--- src/rtl/match_controller.sv ---
// Top-level match sequencer for two-player foosball: serve countdown, play, goals,
// pause and game-over, with both scores, multi-ball count and winner.
module match_controller #(
  parameter int unsigned MAX_GOALS   = 9,
  parameter int unsigned SCORE_W     = 4,
  parameter int unsigned NUM_BALLS   = 2,
  parameter int unsigned SERVE_TICKS = 3
) (
  input  logic                               CLK,
  input  logic                               RESETn,
  input  logic                               space,
  input  logic                               pause_key,
  input  logic                               tick,
  input  logic                               goal_p1,
  input  logic                               goal_p2,
  input  logic                               multi_req,
  output logic [2:0]                         state_o,
  output logic                               move,
  output logic [SCORE_W-1:0]                 score_p1,
  output logic [SCORE_W-1:0]                 score_p2,
  output logic [$clog2(NUM_BALLS+1)-1:0]     balls_active,
  output logic [$clog2(SERVE_TICKS+1)-1:0]   serve_cnt,
  output logic [1:0]                         winner
);

  localparam int unsigned BALL_W = $clog2(NUM_BALLS + 1);
  localparam int unsigned CNT_W  = $clog2(SERVE_TICKS + 1);

  localparam logic [SCORE_W-1:0] MAX_SCORE  = SCORE_W'(MAX_GOALS);
  localparam logic [BALL_W-1:0]  MAX_BALLS  = BALL_W'(NUM_BALLS);
  localparam logic [BALL_W-1:0]  ONE_BALL   = BALL_W'(1);
  localparam logic [CNT_W-1:0]   CNT_INIT   = CNT_W'(SERVE_TICKS);
  localparam logic [CNT_W-1:0]   CNT_ONE    = CNT_W'(1);

  typedef enum logic [2:0] {
    IDLE  = 3'd0,
    SERVE = 3'd1,
    PLAY  = 3'd2,
    GOAL  = 3'd3,
    PAUSE = 3'd4,
    OVER  = 3'd5
  } state_t;

  state_t               state, state_nxt;
  logic                 ret_serve, ret_serve_nxt;
  logic [SCORE_W-1:0]   score_p1_nxt, score_p2_nxt;
  logic [SCORE_W-1:0]   score_p1_inc, score_p2_inc;
  logic [BALL_W-1:0]    balls_nxt;
  logic [CNT_W-1:0]     serve_cnt_nxt;
  logic [1:0]           winner_nxt;
  logic                 space_q, pause_q, armed;
  logic                 space_e, pause_e;

  // armed stays low for the first edge after reset so a key held through reset gives no edge
  assign space_e = space & ~space_q & armed;
  assign pause_e = pause_key & ~pause_q & armed;

  assign state_o = state;
  assign move    = (state == PLAY);

  assign score_p1_inc = (score_p1 < MAX_SCORE) ? score_p1 + SCORE_W'(1) : score_p1;
  assign score_p2_inc = (score_p2 < MAX_SCORE) ? score_p2 + SCORE_W'(1) : score_p2;

  // State and match bookkeeping registers
  always_ff @(posedge CLK or negedge RESETn) begin
    if (!RESETn) begin
      state        <= IDLE;
      ret_serve    <= 1'b0;
      score_p1     <= '0;
      score_p2     <= '0;
      balls_active <= ONE_BALL;
      serve_cnt    <= '0;
      winner       <= 2'd0;
      space_q      <= 1'b0;
      pause_q      <= 1'b0;
      armed        <= 1'b0;
    end else begin
      state        <= state_nxt;
      ret_serve    <= ret_serve_nxt;
      score_p1     <= score_p1_nxt;
      score_p2     <= score_p2_nxt;
      balls_active <= balls_nxt;
      serve_cnt    <= serve_cnt_nxt;
      winner       <= winner_nxt;
      space_q      <= space;
      pause_q      <= pause_key;
      armed        <= 1'b1;
    end
  end

  // Next-state and datapath updates
  always_comb begin
    state_nxt     = state;
    ret_serve_nxt = ret_serve;
    score_p1_nxt  = score_p1;
    score_p2_nxt  = score_p2;
    balls_nxt     = balls_active;
    serve_cnt_nxt = serve_cnt;
    winner_nxt    = winner;

    case (state)
      IDLE: begin
        if (space_e) begin
          state_nxt     = SERVE;
          serve_cnt_nxt = CNT_INIT;
          score_p1_nxt  = '0;
          score_p2_nxt  = '0;
          balls_nxt     = ONE_BALL;
          winner_nxt    = 2'd0;
        end
      end

      SERVE: begin
        if (pause_e) begin
          state_nxt     = PAUSE;
          ret_serve_nxt = 1'b1;
        end else if (tick) begin
          if (serve_cnt <= CNT_ONE) begin
            state_nxt     = PLAY;
            serve_cnt_nxt = '0;
          end else begin
            serve_cnt_nxt = serve_cnt - CNT_ONE;
          end
        end
      end

      PLAY: begin
        if (goal_p1 || goal_p2) begin
          score_p1_nxt = goal_p1 ? score_p1_inc : score_p1;
          score_p2_nxt = goal_p2 ? score_p2_inc : score_p2;
          balls_nxt    = ONE_BALL;
          if ((score_p1_nxt == MAX_SCORE) || (score_p2_nxt == MAX_SCORE)) begin
            state_nxt  = OVER;
            winner_nxt = {score_p2_nxt == MAX_SCORE, score_p1_nxt == MAX_SCORE};
          end else begin
            state_nxt  = GOAL;
          end
        end else if (pause_e) begin
          state_nxt     = PAUSE;
          ret_serve_nxt = 1'b0;
        end else if (multi_req && (balls_active < MAX_BALLS)) begin
          balls_nxt = balls_active + ONE_BALL;
        end
      end

      GOAL: begin
        if (space_e) begin
          state_nxt     = SERVE;
          serve_cnt_nxt = CNT_INIT;
        end
      end

      PAUSE: begin
        if (pause_e) begin
          state_nxt = ret_serve ? SERVE : PLAY;
        end
      end

      OVER: begin
        if (space_e) begin
          state_nxt = IDLE;
        end
      end

      default: begin
        state_nxt = IDLE;
      end
    endcase
  end

endmodule

--- config.mk ---
export PLATFORM = sky130hd
export DESIGN_NAME = match_controller
export DESIGN_NICKNAME = d
export VERILOG_FILES = /design/src/rtl/match_controller.sv
export SDC_FILE = /design/constraint.sdc
export NUM_CORES = 1
export LEC_CHECK = 0
export ABC_CLOCK_PERIOD_IN_PS = 1700
export CAP_MARGIN = 20
export CORE_MARGIN = 2
export CORE_UTILIZATION = 46
export CTS_CLUSTER_DIAMETER = 30
export DETAILED_ROUTE_END_ITERATION = 8
export PLACE_DENSITY = 0.79
export RECOVER_POWER = 50
export SYNTH_ARGS = -nofsm -noshare
export SYNTH_HDL_FRONTEND = slang
export SYNTH_SLANG_ARGS = --single-unit
--- constraint.sdc ---
create_clock -name CLK -period 1.7 [get_ports CLK]
set_input_delay 0.34 -clock CLK [delete_from_list [all_inputs] [get_ports CLK]]
set_output_delay 0.34 -clock CLK [all_outputs]
set_load 0.02 [all_outputs]
==> impl_metrics.py, run 1 <==
metrics = {
    "status": {
        "outcome": "complete, but fails checks",
        "violations": "DRC",
    },
    "layout": {
        "drive_above_1_share_pct": 31.0,
        "num_antenna_cells": 0,
        "layout.cells.non_filler": 228,
        "syn2layout_area_growth_pct": 38.8,
        "layout.area.seq_um2": 534,
        "final_net_count": 210,
        "multiInputGateArea_um2": 890,
        "final_area_um2": 1920,
        "final_util_pct": 68.3,
        "nFillCells": 233,
    },
    "floorplan": {
        "die_area_um2": 3460,
        "die_x_um": 58.8,
        "rows": 19,
        "core_region_area_um2": 2810,
        "die_y_um": 58.8,
        "io_pins": 26,
        "initial_core_util_pct": 49.2,
    },
    "placed_design": {
        "gp_congestion": 0.865,
        "dp_hpwl_um": 2870,
        "dp.cells": 224,
        "dpl_cell_area_um2": 1840,
        "io_buffers": 25,
    },
    "clocking": {
        "cts_buffer_depth": 2,
        "numCtsBuffers": 3,
        "clk_latency_ps": 310,
        "cts.sinks": 21,
        "path_clk_slew_ps": 130,
        "cts_tree": "done",
        "clockRootBuffer": "clkbuf_4",
        "htree_num_levels": 1,
    },
    "yosys": {
        "synth.top_cell.area_share_pct": 36.2,
        "yosys.area.top_type": "dfrtp_1",
        "synthTopCellsByCount": "20 x dfrtp_1, 18 x nand2_1, 9 x inv_1, 9 x o21ai_0",
        "yosysWarnings": 0,
        "muxShareOfSynthArea_pct": 1.54,
        "synth_area_leaders": "dfrtp_1 36%, nand2_1 4.9%, ha_1 3.6%, o21ai_0 3.3%, inv_1 2.4%",
        "yosysMostFrequentCell": "dfrtp_1",
        "synth_compound_area_share_pct": 30.4,
        "synthXorXnorAreaFrac_pct": 1.27,
        "syn_area_um2": 1380,
        "synthSimpleGateAreaFrac_pct": 20.6,
        "synth_area_per_cell_um2": 9.40,
        "syn_inst": 147,
        "ys_seq_area_share_pct": 38.1,
        "ys.flop_type": "dfrtp_1",
        "synth_cell_type_count": 51,
        "synthAdderAreaFrac_pct": 3.62,
        "ys_ff_latch": 21,
        "synth_top_family_by_area": "compound AO/OA/AOI/OAI gates",
        "synth-async-reset-ratio_pct": 100,
        "synth_nets": 159,
        "synth_edf_count": 0,
    },
    "route": {
        "routed_via_density": 5.86,
        "wl_um": 3700,
        "antenna_left": 0,
        "drt_iter0_markers": 71,
        "drc": 3,
        "drt-wirelength-per-cell_um": 16.2,
        "dr.pass1.iters": 6,
        "vias": 1337,
    },
    "timing": {
        "setup_viol": 0,
        "period_needed_ps": 1670,
        "timing.final.crit_share_pct": 98.3,
        "rsz0062_at_grt": "yes",
        "whs_ps": 329,
        "final.setup_skew_ps": 11.5,
        "max_freq_ghz": 0.599,
        "drv_slew": 0,
        "hold_viol_final": 0,
    },
    "setup_path": {
        "r2r_setup_slack_ps": 30,
        "worstPathArrival_ps": 1870,
        "slowest_stage": "dfrtp_1",
        "critPathTopFamily": "compound AO/OA/AOI/OAI gates",
        "criticalPathCategory": "flop to flop",
        "worstSetupStartpointType": "flop",
        "worstPathCellList": "nor2b_2, nand2b_2, inv_2, buf_4, a221oi_2, o21ai_1, a32o_1",
        "cp.required_ps": 1900,
        "worst-path-max-fanout": 3,
        "critPathCaptureType": "flop",
        "path_buf_inv": 2,
        "slowest_delay_ps": 400,
    },
    "power_and_ir_drop": {
        "pwr-share-seq_pct": 25.7,
        "powerDensity_nw_per_um2": 1520,
        "power_switching_mw": 1.36,
        "vdd_drop_max_uv": 802,
        "pwr-share-comb_pct": 65.7,
        "clockPowerShare_pct": 8.6,
        "power_mw": 2.91,
        "p_sw_share_pct": 46.8,
        "p_int_mw": 1.55,
        "total_leakage_power_nw": 0.807,
    },
    "global_route": {
        "antenna_found_initial": 0,
        "grt_pass1_wl_um": 6190,
        "grt_usage_pct": 23.2,
        "grt_pass1_vias": 1397,
        "grt_max_degree": 22,
        "gr-total-overflow": 0,
    },
    "run": {
        "maxCapViolCount": 0,
    },
    "hold_path": {
        "min_path_type": "input pin to flop",
    },
}
## final timing paths
kind / start / to / cells past startpoint
setup / recovery: state_o[1] / score_p1[1] / 7
hold / removal: space / space_q / 1
setup reg to reg: state_o[1] / score_p1[1] / 7
hold reg to reg: balls_active[0] / balls_active[0] / 2
max in group asynchronous: RESETn / balls_active[0] / 2
min in group asynchronous: RESETn / space_q / 2
## kinds of logic after synthesis
kind of cell             count (synthesis)
multiplexers                             2
flip-flops                              21
buffers and inverters                   13
other                                    1
XOR/XNOR                                 2
AND/OR/NAND/NOR                         52
adder cells (fa/ha/maj)                  4
AO/OA/AOI/OAI                           52
## per-stage QoR
| step | setup WS [ps] | setup TNS [ps] |
|---|---|---|
| after floorplan | 0.279 | 0 |
| after global placement | -244 | -2700 |
| after detailed placement | -306 | -3690 |
| after CTS | 4.90 | 0 |
| after global routing | -27.2 | -64.2 |
| final | 29.4 | 0 |
## worst reg2reg max path, cell delays in order, from the launching register on
cell	delay, ps
dfrtp_1	400
nor2b_2	170
nand2b_2	80
inv_2	40
buf_4	140
a221oi_2	340
o21ai_1	170
a32o_1	230
## final cells by class
cell class,count,share of cell area (%)
clock buffers,4,1.37
inverters,10,1.96
multi-input cells,113,46.4
flip-flops and latches,21,27.9
well taps,31,2.02
repair buffers,49,20.4
## flip-flops by register name (all words and copies together), names as in the netlist
name / count
armed: 1
pause_q: 1
score_p2: 4
winner: 2
balls_active: 2
space_q: 1
ret_serve: 1
serve_cnt: 2
score_p1: 4
state_o: 3
## cells in the final DEF, fill, tap and decap left out, types with 2 or more instances in the layout
cell type        count
nor3_1               3
nand2b_1             3
o21bai_1             4
inv_1                8
nand3_1              4
a2111oi_4            2
dlygate4sd3_1        2
inv_2                2
nor2b_2              2
ha_1                 2
o211ai_1             3
nand2b_4             2
a31oi_1              2
clkdlybuf4s50_1      5
o21ai_1              6
clkbuf_1             4
clkbuf_4             3
a211oi_2             2
nand3b_1             2
o21ai_0              9
nand2_1             18
o311ai_1             3
a32o_1               2
dfrtp_2              6
nor2_1               6
xnor2_1              2
nand4_1              2
dlygate4sd2_1       13
a21oi_1              5
buf_4               24
ha_4                 2
dfrtp_1             14
nor2b_1              2
## per-layer routing
layer / global-route usage (%) / vias up / wire [um] / part of all wire, %
met3: 3.08 / 4 / 104 / 2.8
met5: 0 / - / 0 / 0
met4: 7.14 / 0 / 23 / 0.62
li1: - / 646 / - / -
met1: 27.2 / 657 / 1550 / 42
met2: 43.5 / 30 / 2020 / 55
## power by group through the flow
stage	logic [mW]	clock network, mW	registers [mW]
after floorplan	1.01	0	0.901
after global placement	1.80	0	0.739
after detailed placement	1.88	0	0.750
after CTS	1.87	0.253	0.746
after global routing	2.09	0.270	0.765
final	1.91	0.250	0.748
## timing repair
item / CTS / global route
hold buffers: 0 / 0
resized for setup: 22 / 14
pin swaps: 0 / 8
buffers inserted: 0 / 0
endpoints found under the setup margin: 15 / 12
Power figures use the tool's default switching activity.
==> run 2, diff against run 1 <==
Settings changed: CORE_UTILIZATION 46 to 30, PLACE_DENSITY 0.79 to 0.57.
==> run 2 against run 1 <==
Net effect:
- the run now ends clean
- clock skew fell by 10 ps
- die area rose by 49%
- non-clock buffer count rose by 3
- total power rose by 2.8%
- register-to-register slack improved by 30 ps
- global-route usage fell by 8.4 points
- utilization fell by 23 points
- clock power rose by 30%
- count of clock-buffer cells in the layout did not move
- sequential power fell by 1%
- sequential cell count did not move
- wire length fell by 4.9%
- highest routed layer unchanged
==> impl_metrics.py, run 2 (synthesis results as in run 1) <==
metrics = {
    "floorplan": {
        "core_region_area_um2": 4380,
        "io_pins": 26,
        "die_x_um": 71.9,
        "rows": 24,
        "die_area_um2": 5160,
        "die_y_um": 71.9,
        "initial_core_util_pct": 31.5,
    },
    "layout": {
        "final_util_pct": 45.2,
        "syn2layout_area_growth_pct": 43.5,
        "layout.area.seq_um2": 533,
        "layout_common_cells": "26 x buf_4, 18 x nand2_1, 15 x dfrtp_1, 11 x clkdlybuf4s50_1, 10 x dlygate4sd2_1",
        "final_net_count": 213,
        "nFillCells": 446,
        "multiInputGateArea_um2": 882,
        "drive_above_1_share_pct": 29.5,
        "num_antenna_cells": 0,
        "layout_commonest_cell": "buf_4",
    },
    "setup_path": {
        "slowest_delay_ps": 500,
        "worstPathArrival_ps": 1800,
        "cp.required_ps": 1850,
        "worst-path-max-fanout": 3,
        "worstPathCellList": "clkdlybuf4s50_1, nand3b_1, buf_4, nor3_1, a21oi_1, nor2_1, mux2_1",
        "critPathCaptureType": "flop",
        "worstSetupStartpointType": "input pin",
        "criticalPathCategory": "input pin to flop",
        "slowest_stage": "clkdlybuf4s50_1",
    },
    "placed_design": {
        "dp_hpwl_um": 2690,
        "gp_congestion": 0.765,
        "pre_cts_ws_ps": -298,
        "io_buffers": 25,
    },
    "global_route": {
        "grt_usage_pct": 14.9,
        "grt_pass1_wl_um": 6070,
        "grt_max_degree": 22,
        "gr-total-overflow": 0,
        "grt_pass1_vias": 1311,
        "antenna_found_initial": 0,
    },
    "timing": {
        "period_needed_ps": 1660,
        "rsz0062_at_grt": "yes",
        "timing.final.crit_share_pct": 97.4,
        "setup_viol": 0,
        "finalWorstSetupSlack_ps": 43.9,
        "maxSlewHeadroom_pct": 22.8,
        "max_freq_ghz": 0.604,
        "worstMarginPinSlew_ps": 1160,
        "hold_viol_final": 0,
        "final.setup_skew_ps": 1.04,
        "drv_slew": 0,
    },
    "route": {
        "drt_iter0_markers": 60,
        "antenna_left": 0,
        "dr.pass1.iters": 6,
        "vias": 1302,
        "routed_via_density": 5.17,
        "drc": 0,
        "drt-wirelength-per-cell_um": 14.0,
        "wl_um": 3520,
    },
    "power_and_ir_drop": {
        "total_leakage_power_nw": 0.813,
        "vdd_drop_max_uv": 583,
        "powerDensity_nw_per_um2": 1510,
    },
    "status": {
        "outcome": "completed",
    },
    "clocking": {
        "path_clk_slew_ps": 70,
        "cts_buffer_depth": 2,
        "htree_num_levels": 1,
        "clk_latency_ps": 260,
        "numCtsBuffers": 3,
        "postCtsHoldBufs": 0,
        "cts.sinks": 21,
        "cts_tree": "done",
        "clockRootBuffer": "clkbuf_8",
    },
    "hold_path": {
        "min_path_type": "flop to flop",
    },
    "run": {
        "maxCapViolCount": 0,
    },
}
## run 2: final timing paths
path | from | to | slack, ps | cells after the start
max | space | serve_cnt[0] | 40 | 7
min | balls_active[0] | balls_active[0] | 540 | 2
max reg2reg | score_p1[1] | winner[1] | 60 | 7
min reg2reg | balls_active[0] | balls_active[0] | 540 | 2
max in group asynchronous | RESETn | score_p2[2] | 180 | 2
min in group asynchronous | RESETn | serve_cnt[0] | 750 | 2
## run 2: power breakdown
group | internal [mW] | switching (mW) | leakage [nW]
registers | 0.629 | 0.110 | 0.259
logic | 0.852 | 1.07 | 0.531
clock network | 0.167 | 0.159 | 0.0228
total | 1.65 | 1.34 | 0.813
## run 2: through the flow
| stage | TNS, ps | power (mW) | hold slack [ps] | cell area (um2) | cells |
|---|---|---|---|---|---|
| after floorplan | 0 | 1.91 | 44.4 | 1390 | 147 |
| after global placement | -2750 | 2.59 | 518 | 1860 | 245 |
| after detailed placement | -3300 | 2.62 | 529 | 1860 | 245 |
| after CTS | 0 | 2.93 | 420 | 1930 | 249 |
| after global routing | -266 | 3.23 | 584 | 1980 | 252 |
| final | 0 | 2.99 | 544 | 1980 | 252 |
## run 2: area by class of cell
| class | instances | area share (%) |
|---|---|---|
| Inverter | 10 | 1.89 |
| Multi-Input combinational cell | 113 | 44.5 |
| Clock buffer | 4 | 2.27 |
| Timing Repair Buffer | 52 | 21.1 |
| Sequential cell | 21 | 26.9 |
| Tap cell | 52 | 3.28 |
## run 2: worst max-delay path: cells and delay by family
kind                   cells  cell delay, ps
AND/OR/NAND/NOR            3             400
AO/OA/AOI/OAI              1              60
multiplexers               1             330
buffers and inverters      2             670
## run 2: per-layer routing
| layer | vias to the layer above | share of wire (%) | global-route usage (%) |
|---|---|---|---|
| met2 | 22 | 50 | 24.0 |
| met1 | 626 | 46 | 19.1 |
| met3 | 2 | 3.4 | 3.94 |
| met5 | - | 0 | 0 |
| li1 | 652 | - | - |
| met4 | 0 | 0.77 | 5.45 |
## run 2: repair_timing
action | CTS | global route
setup buffers | 0 | 3
resized for setup | 18 | 9
pin swaps | 1 | 4
endpoints found under the setup margin | 14 | 12
